===== src/rtl/pushbutton_irq_reader_pkg.sv =====
// Shared constants for the pushbutton reader: Avalon word addresses and bus width.
package pushbutton_irq_pkg;

   localparam int unsigned DATA_W = 32;

   localparam logic [1:0] ADDR_DATA    = 2'd0;
   localparam logic [1:0] ADDR_INTMASK = 2'd1;
   localparam logic [1:0] ADDR_EDGECAP = 2'd2;
   localparam logic [1:0] ADDR_EDGESEL = 2'd3;

endpackage


===== src/rtl/pushbutton_irq_reader_debounce.sv =====
// Per-button input path: optional inversion, synchroniser chain, and a
// stability counter that accepts a new level after DEBOUNCE_CYCLES agreeing cycles.
module pb_debounce #(
   parameter int unsigned DEBOUNCE_CYCLES = 50000,
   parameter int unsigned SYNC_STAGES     = 2,
   parameter int unsigned ACTIVE_LOW      = 1
) (
   input  logic clk,
   input  logic reset,
   input  logic pin,
   output logic stable,
   output logic rise,
   output logic fall
);

   localparam int unsigned     CW   = $clog2(DEBOUNCE_CYCLES + 1);
   localparam logic [CW-1:0]   LAST = CW'(DEBOUNCE_CYCLES - 1);

   logic [SYNC_STAGES-1:0] chain;
   logic [CW-1:0]          cnt;
   logic                   sync;
   logic                   accept;

   assign sync   = chain[SYNC_STAGES-1];
   assign accept = (sync != stable) && (cnt == LAST);

   // Pulses are combinational so the owner can register them on the same edge as stable.
   assign rise = accept & sync;
   assign fall = accept & ~sync;

   always_ff @(posedge clk) begin
      if (reset) begin
         chain  <= '0;
         cnt    <= '0;
         stable <= 1'b0;
      end else begin
         chain <= {chain[SYNC_STAGES-2:0], pin ^ (ACTIVE_LOW != 0)};
         if (sync == stable) begin
            cnt <= '0;
         end else if (cnt == LAST) begin
            stable <= sync;
            cnt    <= '0;
         end else begin
            cnt <= cnt + CW'(1);
         end
      end
   end

endmodule


===== src/rtl/pushbutton_irq_reader.sv =====
// Avalon-MM pushbutton reader: debounced level, interrupt mask, sticky W1C
// edge capture with per-bit edge select, and a level interrupt.
module pushbutton_irq_reader
   import pushbutton_irq_pkg::*;
#(
   parameter int unsigned N_BUTTONS       = 4,
   parameter int unsigned DEBOUNCE_CYCLES = 50000,
   parameter int unsigned SYNC_STAGES     = 2,
   parameter int unsigned ACTIVE_LOW      = 1
) (
   input  logic                 clk,
   input  logic                 reset,
   input  logic [1:0]           address,
   input  logic                 chipselect,
   input  logic                 read,
   input  logic                 write,
   input  logic [DATA_W-1:0]    writedata,
   input  logic [N_BUTTONS-1:0] pushbuttons,
   output logic [DATA_W-1:0]    readdata,
   output logic                 irq
);

   logic [N_BUTTONS-1:0] level;
   logic [N_BUTTONS-1:0] rise;
   logic [N_BUTTONS-1:0] fall;
   logic [N_BUTTONS-1:0] intmask;
   logic [N_BUTTONS-1:0] edgecap;
   logic [N_BUTTONS-1:0] edgesel;
   logic [N_BUTTONS-1:0] wr_bits;
   logic [N_BUTTONS-1:0] captured;
   logic [N_BUTTONS-1:0] edgecap_next;
   logic [DATA_W-1:0]    read_mux;
   logic                 bus_rd;
   logic                 bus_wr;
   logic                 unused_wdata;

   for (genvar i = 0; i < N_BUTTONS; i++) begin : g_btn
      pb_debounce #(
         .DEBOUNCE_CYCLES (DEBOUNCE_CYCLES),
         .SYNC_STAGES     (SYNC_STAGES),
         .ACTIVE_LOW      (ACTIVE_LOW)
      ) u_debounce (
         .clk    (clk),
         .reset  (reset),
         .pin    (pushbuttons[i]),
         .stable (level[i]),
         .rise   (rise[i]),
         .fall   (fall[i])
      );
   end

   assign bus_rd       = chipselect & read;
   assign bus_wr       = chipselect & write;
   assign wr_bits      = writedata[N_BUTTONS-1:0];
   assign unused_wdata = ^writedata;
   assign captured     = (rise & ~edgesel) | (fall & edgesel);

   // Clear first, then OR in new captures so a same-cycle set beats the W1C.
   always_comb begin
      edgecap_next = edgecap;
      if (bus_wr && address == ADDR_EDGECAP) begin
         edgecap_next = edgecap & ~wr_bits;
      end
      edgecap_next = edgecap_next | captured;
   end

   always_comb begin
      read_mux = '0;
      case (address)
         ADDR_DATA:    read_mux[N_BUTTONS-1:0] = level;
         ADDR_INTMASK: read_mux[N_BUTTONS-1:0] = intmask;
         ADDR_EDGECAP: read_mux[N_BUTTONS-1:0] = edgecap;
         ADDR_EDGESEL: read_mux[N_BUTTONS-1:0] = edgesel;
         default:      read_mux = '0;
      endcase
   end

   always_ff @(posedge clk) begin
      if (reset) begin
         intmask  <= '0;
         edgecap  <= '0;
         edgesel  <= '0;
         readdata <= '0;
      end else begin
         edgecap <= edgecap_next;
         if (bus_wr && address == ADDR_INTMASK) intmask <= wr_bits;
         if (bus_wr && address == ADDR_EDGESEL) edgesel <= wr_bits;
         if (bus_rd) readdata <= read_mux;
      end
   end

   assign irq = |(edgecap & intmask);

endmodule

===== config.mk =====
export PLATFORM = sky130hd
export DESIGN_NAME = pushbutton_irq_reader
export DESIGN_NICKNAME = d
export VERILOG_FILES = /design/src/rtl/pushbutton_irq_reader_pkg.sv /design/src/rtl/pushbutton_irq_reader_debounce.sv /design/src/rtl/pushbutton_irq_reader.sv
export SDC_FILE = /design/constraint.sdc
export NUM_CORES = 1
export LEC_CHECK = 0
export CORE_MARGIN = 2
export CORE_UTILIZATION = 54
export CTS_BUF_LIST = sky130_fd_sc_hd__clkbuf_16
export CTS_CLUSTER_SIZE = 14
export DETAILED_ROUTE_END_ITERATION = 12
export PLACE_DENSITY = 0.8
export SYNTH_ARGS = -nofsm -noshare
export SYNTH_HDL_FRONTEND = slang
export SYNTH_HIERARCHICAL = 1
export SYNTH_SLANG_ARGS = --single-unit
export TNS_END_PERCENT = 5

===== constraint.sdc =====
create_clock -name clk -period 1.9 [get_ports clk]
set_input_delay 0.38 -clock clk [delete_from_list [all_inputs] [get_ports clk]]
set_output_delay 0.38 -clock clk [all_outputs]
set_load 0.005 [all_outputs]

---- After elaboration in Yosys (flattened, before gate mapping) ----
Index checks and enable logic that the tools add are counted.
word-level totals
  register bits after elaboration ......... 92
  bits of input ports ..................... 43
  output and inout port bits .............. 33
  word-level logic and storage cells ...... 84
cells by class
  add/sub/neg operators ................... 4
  equality and inequality tests ........... 15
  multiplexer cells ....................... 2
  bitwise gates (word level) .............. 30
  reductions and logical operators ........ 17
operators with widths
  kind                                                                    count
  16-bit by 1-bit adder with 16-bit output (second input constant)        4
  16-bit equality test (second input constant)                            4
  4-bit AND                                                               4
  4-bit case mux with 4 select lines                                      1
  1-bit inverter                                                          12
  3-bit OR reduction                                                      4
  1-bit AND                                                               10
  4-bit inverter                                                          2
  4-bit OR                                                                2
  2-bit AND reduction                                                     4
  1-bit logical AND                                                       7
  1-bit equality test                                                     4
  2-bit equality test (second input constant)                             2
  4-bit 2-to-1 mux                                                        1
  1-bit inequality test                                                   4
  4-bit OR reduction                                                      1
  2-bit by 1-bit equality test with 1-bit output (second input constant)  1
  2-bit logical NOT                                                       1

---- Logic depth before layout (Yosys ltp) ----
Gate-level depths: netlist of the first run.
  depth after elaboration ................. 6
  depth in mapped cells ................... 6
  gate-level depth less buffers ........... 6

---- Modules after synthesis ----
The synthesis of the first run kept the hierarchy.
by module, submodules not included
  module                 instances  cells an instance  area each (um^2)  sequential area each (um^2)
  pb_debounce            4          96                 914.6             380.4
  pushbutton_irq_reader  1          105                959.7             320.3

---- Worst setup path after synthesis of the first run ----
OpenSTA, ideal clock, no wires.
  path type ............................... register to register
  start ................................... register g_btn[0].u_debounce.cnt[11]
  end ..................................... register g_btn[0].u_debounce.cnt[4]
  setup time .............................. 0.115 ns
  data arrival time ....................... 1.511 ns
  data required time ...................... 1.785 ns
  path slack .............................. 0.274 ns
  stages on the path, launching flop included .. 6
  path buffers ............................ 1
  clock period less this slack ............ 1.626 ns
  cell sequence ........................... dfxtp_1 > or4b_4 > nand4bb_4 > o21ai_4 > buf_8 > nor2_2
between the ends
  longest elaborated chain between the ends .. 2
ends and longest elaborated chain
  element                       line                                  RTL
  from (decl)                   pushbutton_irq_reader_debounce.sv:20  logic [CW-1:0] cnt;
  from (signal assigned)        pushbutton_irq_reader_debounce.sv:44  cnt <= cnt + CW'(1);
  16-bit equality test          pushbutton_irq_reader_debounce.sv:40  end else if (cnt == LAST) begin
  3-bit OR reduction (no line)  -
No other way between the ends.
A chain may end at the register's enable or synchronous reset.

---- Worst setup path after layout of the first run ----
  start ................................... register edgecap[2]
  end ..................................... output port irq
between the ends
  longest elaborated chain between the ends .. 2
ends and longest elaborated chain
  element                 line                         RTL
  from (decl)             pushbutton_irq_reader.sv:27  logic [N_BUTTONS-1:0] edgecap;
  from (signal assigned)  pushbutton_irq_reader.sv:85  edgecap <= edgecap_next;
  4-bit AND               pushbutton_irq_reader.sv:92  assign irq = |(edgecap & intmask);
  4-bit OR reduction      pushbutton_irq_reader.sv:92
  to (decl)               pushbutton_irq_reader.sv:20  output logic irq
No other way between the ends.

==> reports/metrics.yaml, run 1 <==
dp_hpwl_mm: 6.05
initial_core_util: 0.559
synth_top_area_share: 0.399
critPathLaunchType: "flop"
cts_inserted_buffers: 9
vdd_drop_max_uv: 548
synth_cell_types: 35
fin_nets: 564
synth-seq-cells: 92
cap_violations: 0
cts_resized: 0
synth_area_leader_cell: "dfxtp_1"
ys_seq_area_frac: 0.399
worstPathMaxFanout: 3
grt_max_degree: 26
synth_fa_ha_area_frac: 0.0108
insertion_delay_ns: 0.34
syn_to_final_growth_pct: 12.4
worstHoldPathCells: 1
hold_end: "g_btn[0].u_debounce/chain[1]"
first_global_vias: 3235
post-route-period-util: 0.938
vias: 3434
total_power_uw: 4010
drt_pass1_iterations: 4
synth_top_family_by_area: "simple AND/OR/NAND/NOR gates"
crit_path_cell_trace: "a22oi_1, nand2_1, clkdlybuf4s50_1"
drt-initial-drc-count: 92
reg2reg_from: "g_btn[3].u_debounce/cnt[11]"
grtUsageTotal: 0.203
status: "finished, final reports clean"
period_needed_ns: 1.78
die_h_um: 96.5
core_mm2: 0.00826
yosys.area_share.simple: 0.313
dp.cells: 611
io_pins: 76
pre_cts_slack_ns: 0.0975
rows: 33
syn_area_per_cell_um2: 9.44
synth-xor-area-share: 0.106
drc_errors: 0
die_w_um: 96.5
h-tree-depth: 3
post-cts-setup-buffers: 0
critical_path_required_ns: 1.52
r2r_cells: 5
slew_violations: 0
clockBufferDepth: 2
cp_slowest_cell: "clkdlybuf4s50_1"
crit_type: "flop to output port"
worstHoldStart: "g_btn[0].u_debounce/chain[0]"
hold_viol_final: 0
fin_skew_ns: 0.00722
finalSetupViolCount: 0
cts_root_buffer: "clkbuf_16"
synthTopCellsByArea: "dfxtp_1 (40%), xnor2_1 (6.8%), nor2_2 (5.4%)"
vias_per_cell: 5.48
r2r_slack_ns: 0.20
antenna_found_initial: 0
clkSlewWorstSetupHoldPaths_ns: 0.06
synth_cells: 489
rsz0062_at_grt: "no"
critical-path-max-stage-delay_ns: 0.45
crit_path_end_kind: "output port"
yosys_warnings: 6
diodes: 0
final_cells: 627
hp-class: "flop to flop"
reg2reg_to: "g_btn[3].u_debounce/cnt[13]"
cts_tree: "done"
place.gp.congestion: 0.773
grt_overflow: 0
arrival_ns: 1.40
grt_first_pass_wirelength_mm: 14.7
syn_area_mm2: 0.00462
ant_nets: 0
synth_compound_area_frac: 0.0466
setup_ws_ns: 0.118
avgRoutedWirePerCell_um: 13.9
fmax_mhz: 561
power.leakage_uw: 0.00173
port_buffers: 19
cts_hold_buf: 0
cellPowerDensity_mw_per_mm2: 773
cts.sinks: 92
drt_wl_total_mm: 8.74
drive_above_1_share: 0.184
tns_ns: 0
die_area_mm2: 0.00931
synth.area.mux_share: 0.0455
[placed cells by master, fill, tap and decap left out, types with 5 or more instances in the layout]
master,n
nor2_1,44
xnor2_1,36
dfxtp_1,92
nor2_2,40
clkdlybuf4s50_1,19
and2_1,8
a21oi_1,12
nor2b_1,8
nand3_1,24
nand2_1,18
inv_1,16
or2b_2,8
nor4_1,20
clkbuf_16,9
and3_2,8
o21ai_0,8
nand4_1,25
conb_1,28
nor3_1,12
mux2i_1,12
buf_12,5
xor2_1,20
[cells by family (layout without fill, tap and decap cells)]
kind of cell,after synthesis,count (layout)
other,1,28
multiplexers,16,16
buffers and inverters,53,59
adder cells (fa/ha/maj),4,4
flip-flops,92,92
AND/OR/NAND/NOR,237,237
AO/OA/AOI/OAI,30,30
XOR/XNOR,56,56
[layer usage]
| metal | GRT usage | up-vias | share of wire |
|---|---|---|---|
| li1 | - | 1699 | - |
| met1 | 0.247 | 1623 | 0.45 |
| met2 | 0.341 | 94 | 0.48 |
| met3 | 0.0380 | 18 | 0.050 |
| met4 | 0.102 | 0 | 0.024 |
| met5 | 0 | - | 0 |
[registers in the layout, summed over array words and instances (netlist names)]
| register | count |
|---|---|
| g_btn.u_debounce/cnt | 64 |
| g_btn.u_debounce/chain | 8 |
| edgecap | 4 |
| edgesel | 4 |
| g_btn.u_debounce/stable | 4 |
| intmask | 4 |
| readdata | 4 |
[Yosys cell counts (all sizes together)]
cell	n
a21oi	12
a22oi	2
and2	8
and3	12
and4	4
buf	35
clkbuf	2
conb	1
dfxtp	92
ha	4
inv	16
mux2i	12
mux4	4
nand2	18
nand3	24
nand4	25
nand4b	2
nand4bb	4
nor2	84
nor2b	8
nor3	12
nor4	20
o21ai	12
o41ai	4
or2b	12
or4b	4
xnor2	36
xor2	20
[per-stage QoR]
stage          hold WS, ns   util  area, µm²
6_report             0.435  0.628       5190
5_1_grt              0.453  0.628       5190
4_1_cts              0.436  0.628       5190
2_1_floorplan        0.414      -       4720
3_5_place_dp         0.421  0.589       4860
3_3_place_gp         0.419  0.589       4860
[worst max-delay path, delay by kind of cell (launching register included)]
family,cells,cell delay [ns]
compound gates,1,0.18
buf+inv,1,0.45
flops,1,0.33
simple gates,1,0.10
[cell type report]
| class | count | area [µm²] |
|---|---|---|
| tap | 105 | 131 |
| fill | 673 | 3070 |
| sequential | 92 | 1840 |
| multi-input combinational | 371 | 2520 |
| timing repair buffer | 27 | 313 |
| clock inverter | 7 | 98.8 |
| inverter | 16 | 60.1 |
| clock buffer | 9 | 225 |
[where the power goes]
| group | leakage [µW] | internal, µW | switching, µW |
|---|---|---|---|
| clock network | 0.000156 | 1160 | 761 |
| logic | 0.000828 | 64.7 | 73.9 |
| registers | 0.000743 | 1940 | 9.84 |
| total | 0.00173 | 3170 | 845 |
[worst max path at each step]
stage / from / end / slack (ns)
finish: edgecap[2] / irq / 0.12
global route: edgecap[2] / irq / 0.04
CTS: edgecap[2] / irq / 0.13
detailed placement: address[1] / readdata[0] / 0.1
global placement: address[1] / readdata[1] / 0.09
floorplan: g_btn[0].u_debounce/cnt[11] / g_btn[0].u_debounce/cnt[4] / 0.27
Power figures use the tool's default switching activity.
==> run 2, diff against run 1 <==
--- a/config.mk
+++ b/config.mk
@@ -5,7 +5,7 @@
 export SDC_FILE = /design/constraint.sdc
 export NUM_CORES = 1
 export LEC_CHECK = 0
-export CORE_MARGIN = 2
+export CAP_MARGIN = 20
 export CORE_UTILIZATION = 54
 export CTS_BUF_LIST = sky130_fd_sc_hd__clkbuf_16
 export CTS_CLUSTER_SIZE = 14
==> run 2 against run 1 <==
Design area down 0.96%. Via count fell by 1.1%. Utilization is 0.61 points lower. Sequential share of layout area grew 0.35 points. Non-clock buffer count unchanged. Die area shrank 4.1%. Fmax about the same. Cell count decreased by 0.16%. Wire length fell by 4.1%. Clock skew increased by 0.0033 ns. Critical path type unchanged. Largest cell class unchanged.
==> reports/metrics.yaml, run 2 (synthesis gave the netlist of run 1 again) <==
status: "finished, final reports clean"
fill_cells: 653
power_switching_uw: 847
die_w_um: 94.5
power.leakage_uw: 0.00170
register_area_mm2: 0.00184
syn_to_final_growth_pct: 11.3
rows: 33
antenna_found_initial: 0
cts_hold_buf: 0
grt_max_degree: 24
relSlewSlack: 0.666
clkSlewWorstSetupHoldPaths_ns: 0.06
tns_ns: 0
total_power_uw: 3740
worstPathMaxFanout: 3
grt_first_pass_wirelength_mm: 14.0
fmax_mhz: 561
sequentialPowerShare: 0.521
h-tree-depth: 3
die_area_mm2: 0.00893
clockPowerShare: 0.442
initial_core_util: 0.559
finalSetupViolCount: 0
hold_ws_ns: 0.435
drt_pass1_iterations: 4
drive_above_1_share: 0.182
rsz0062_at_grt: "no"
reg.largest.list: "g_btn.u_debounce/cnt (64), g_btn.u_debounce/chain (8)"
grt_overflow: 0
largest_register_ffs: 64
clockBufferDepth: 2
p_int_uw: 2900
ant_nets: 0
hp-class: "flop to flop"
grtUsageTotal: 0.199
fin_skew_ns: 0.0105
cts.sinks: 92
diodes: 0
drt-initial-drc-count: 109
core_mm2: 0.00826
fin_area_mm2: 0.00514
crit_type: "flop to output port"
vias: 3395
port_buffers: 19
cts_inserted_buffers: 9
vdd_drop_max_uv: 448
critPathLaunchType: "flop"
fin_nets: 564
multiInputGateArea_mm2: 0.00252
avgRoutedWirePerCell_um: 13.4
place.gp.congestion: 0.795
comb_power_share: 0.037
slew_violations: 0
io_pins: 76
layout_common_cells: "dfxtp_1 (92), nor2_1 (44), nor2_2 (40)"
period_needed_ns: 1.78
drc_errors: 0
vias_per_cell: 5.42
dp_hpwl_mm: 5.84
place_area_mm2: 0.00486
worst_pin_slew_ns: 0.497
hold_viol_final: 0
first_global_vias: 3072
cap_violations: 0
final_common_cell: "dfxtp_1"
insertion_delay_ns: 0.34
post-route-period-util: 0.938
cellPowerDensity_mw_per_mm2: 729
die_h_um: 94.5
top_register: "g_btn.u_debounce/cnt"
crit_path_end_kind: "output port"
arrival_ns: 1.40
p_sw_frac: 0.226
cts_root_buffer: "clkbuf_16"
cts_tree: "done"
post-cts-setup-buffers: 0
critical_path_required_ns: 1.52
cts_resized: 0
drt_wl_total_mm: 8.39
run 2: cell count changes in the layout (fill, tap and decap cells not counted), sizes merged:
cell | before | now
bufinv | 2 | 0
clkinvlp | 1 | 3
inv | 17 | 18
clkinv | 3 | 1
run 2: power groups by stage:
stage / sequential (µW) / combinational, µW / clock [µW]
final: 1950 / 138 / 1650
after global routing: 1950 / 155 / 1760
after CTS: 1950 / 138 / 1690
after detailed placement: 2000 / 136 / 0
after global placement: 2000 / 134 / 0
after floorplan: 1990 / 118 / 0
run 2: stage by stage:
stage / utilization / setup slack [ns] / cells
6_report: 0.622 / 0.118 / 626
4_1_cts: 0.622 / 0.114 / 626
3_5_place_dp: 0.589 / 0.0977 / 611
2_1_floorplan: - / 0.274 / 516
3_3_place_gp: 0.589 / 0.0842 / 611
5_1_grt: 0.622 / 0.0572 / 626
run 2: critical path, cell delays in order (launching register included):
cell	delay (ns)
dfxtp_1	0.38
a22oi_1	0.10
nand2_1	0.09
clkdlybuf4s50_1	0.50
run 2: layout make-up:
class                           count  share of cell area
Sequential cell                    92               0.358
Tap cell                          105              0.0256
Clock buffer                        9              0.0438
Inverter                           16              0.0117
Timing Repair Buffer               27              0.0609
Multi-Input combinational cell    371               0.490
Clock inverter                      6             0.00950
run 2: path summary, 6_finish.rpt:
path / slack [ns] / from / cells past startpoint / end
worst max register to register: 0.20 / g_btn[2].u_debounce/cnt[11] / 5 / g_btn[2].u_debounce/cnt[13]
worst max-delay path: 0.12 / intmask[3] / 3 / irq
worst min-delay path: 0.43 / g_btn[1].u_debounce/chain[0] / 1 / g_btn[1].u_debounce/chain[1]
worst min register to register: 0.43 / g_btn[1].u_debounce/chain[0] / 1 / g_btn[1].u_debounce/chain[1]
run 2: metal layers:
layer	track usage	up-vias	routed length (µm)
met2	0.331	75	4130
li1	-	1696	-
met5	0	-	0
met1	0.254	1614	3880
met4	0.0909	0	119
met3	0.0322	10	261
==> run 3, diff against run 2 <==
--- a/config.mk
+++ b/config.mk
@@ -11,6 +11,7 @@
 export CTS_CLUSTER_SIZE = 14
 export DETAILED_ROUTE_END_ITERATION = 12
 export PLACE_DENSITY = 0.8
+export SLEW_MARGIN = 25
 export SYNTH_ARGS = -nofsm -noshare
 export SYNTH_HDL_FRONTEND = slang
 export SYNTH_HIERARCHICAL = 1
==> results of run 3 <==
Same layout as run 2: the final DEF is identical, and so are final timing and power.
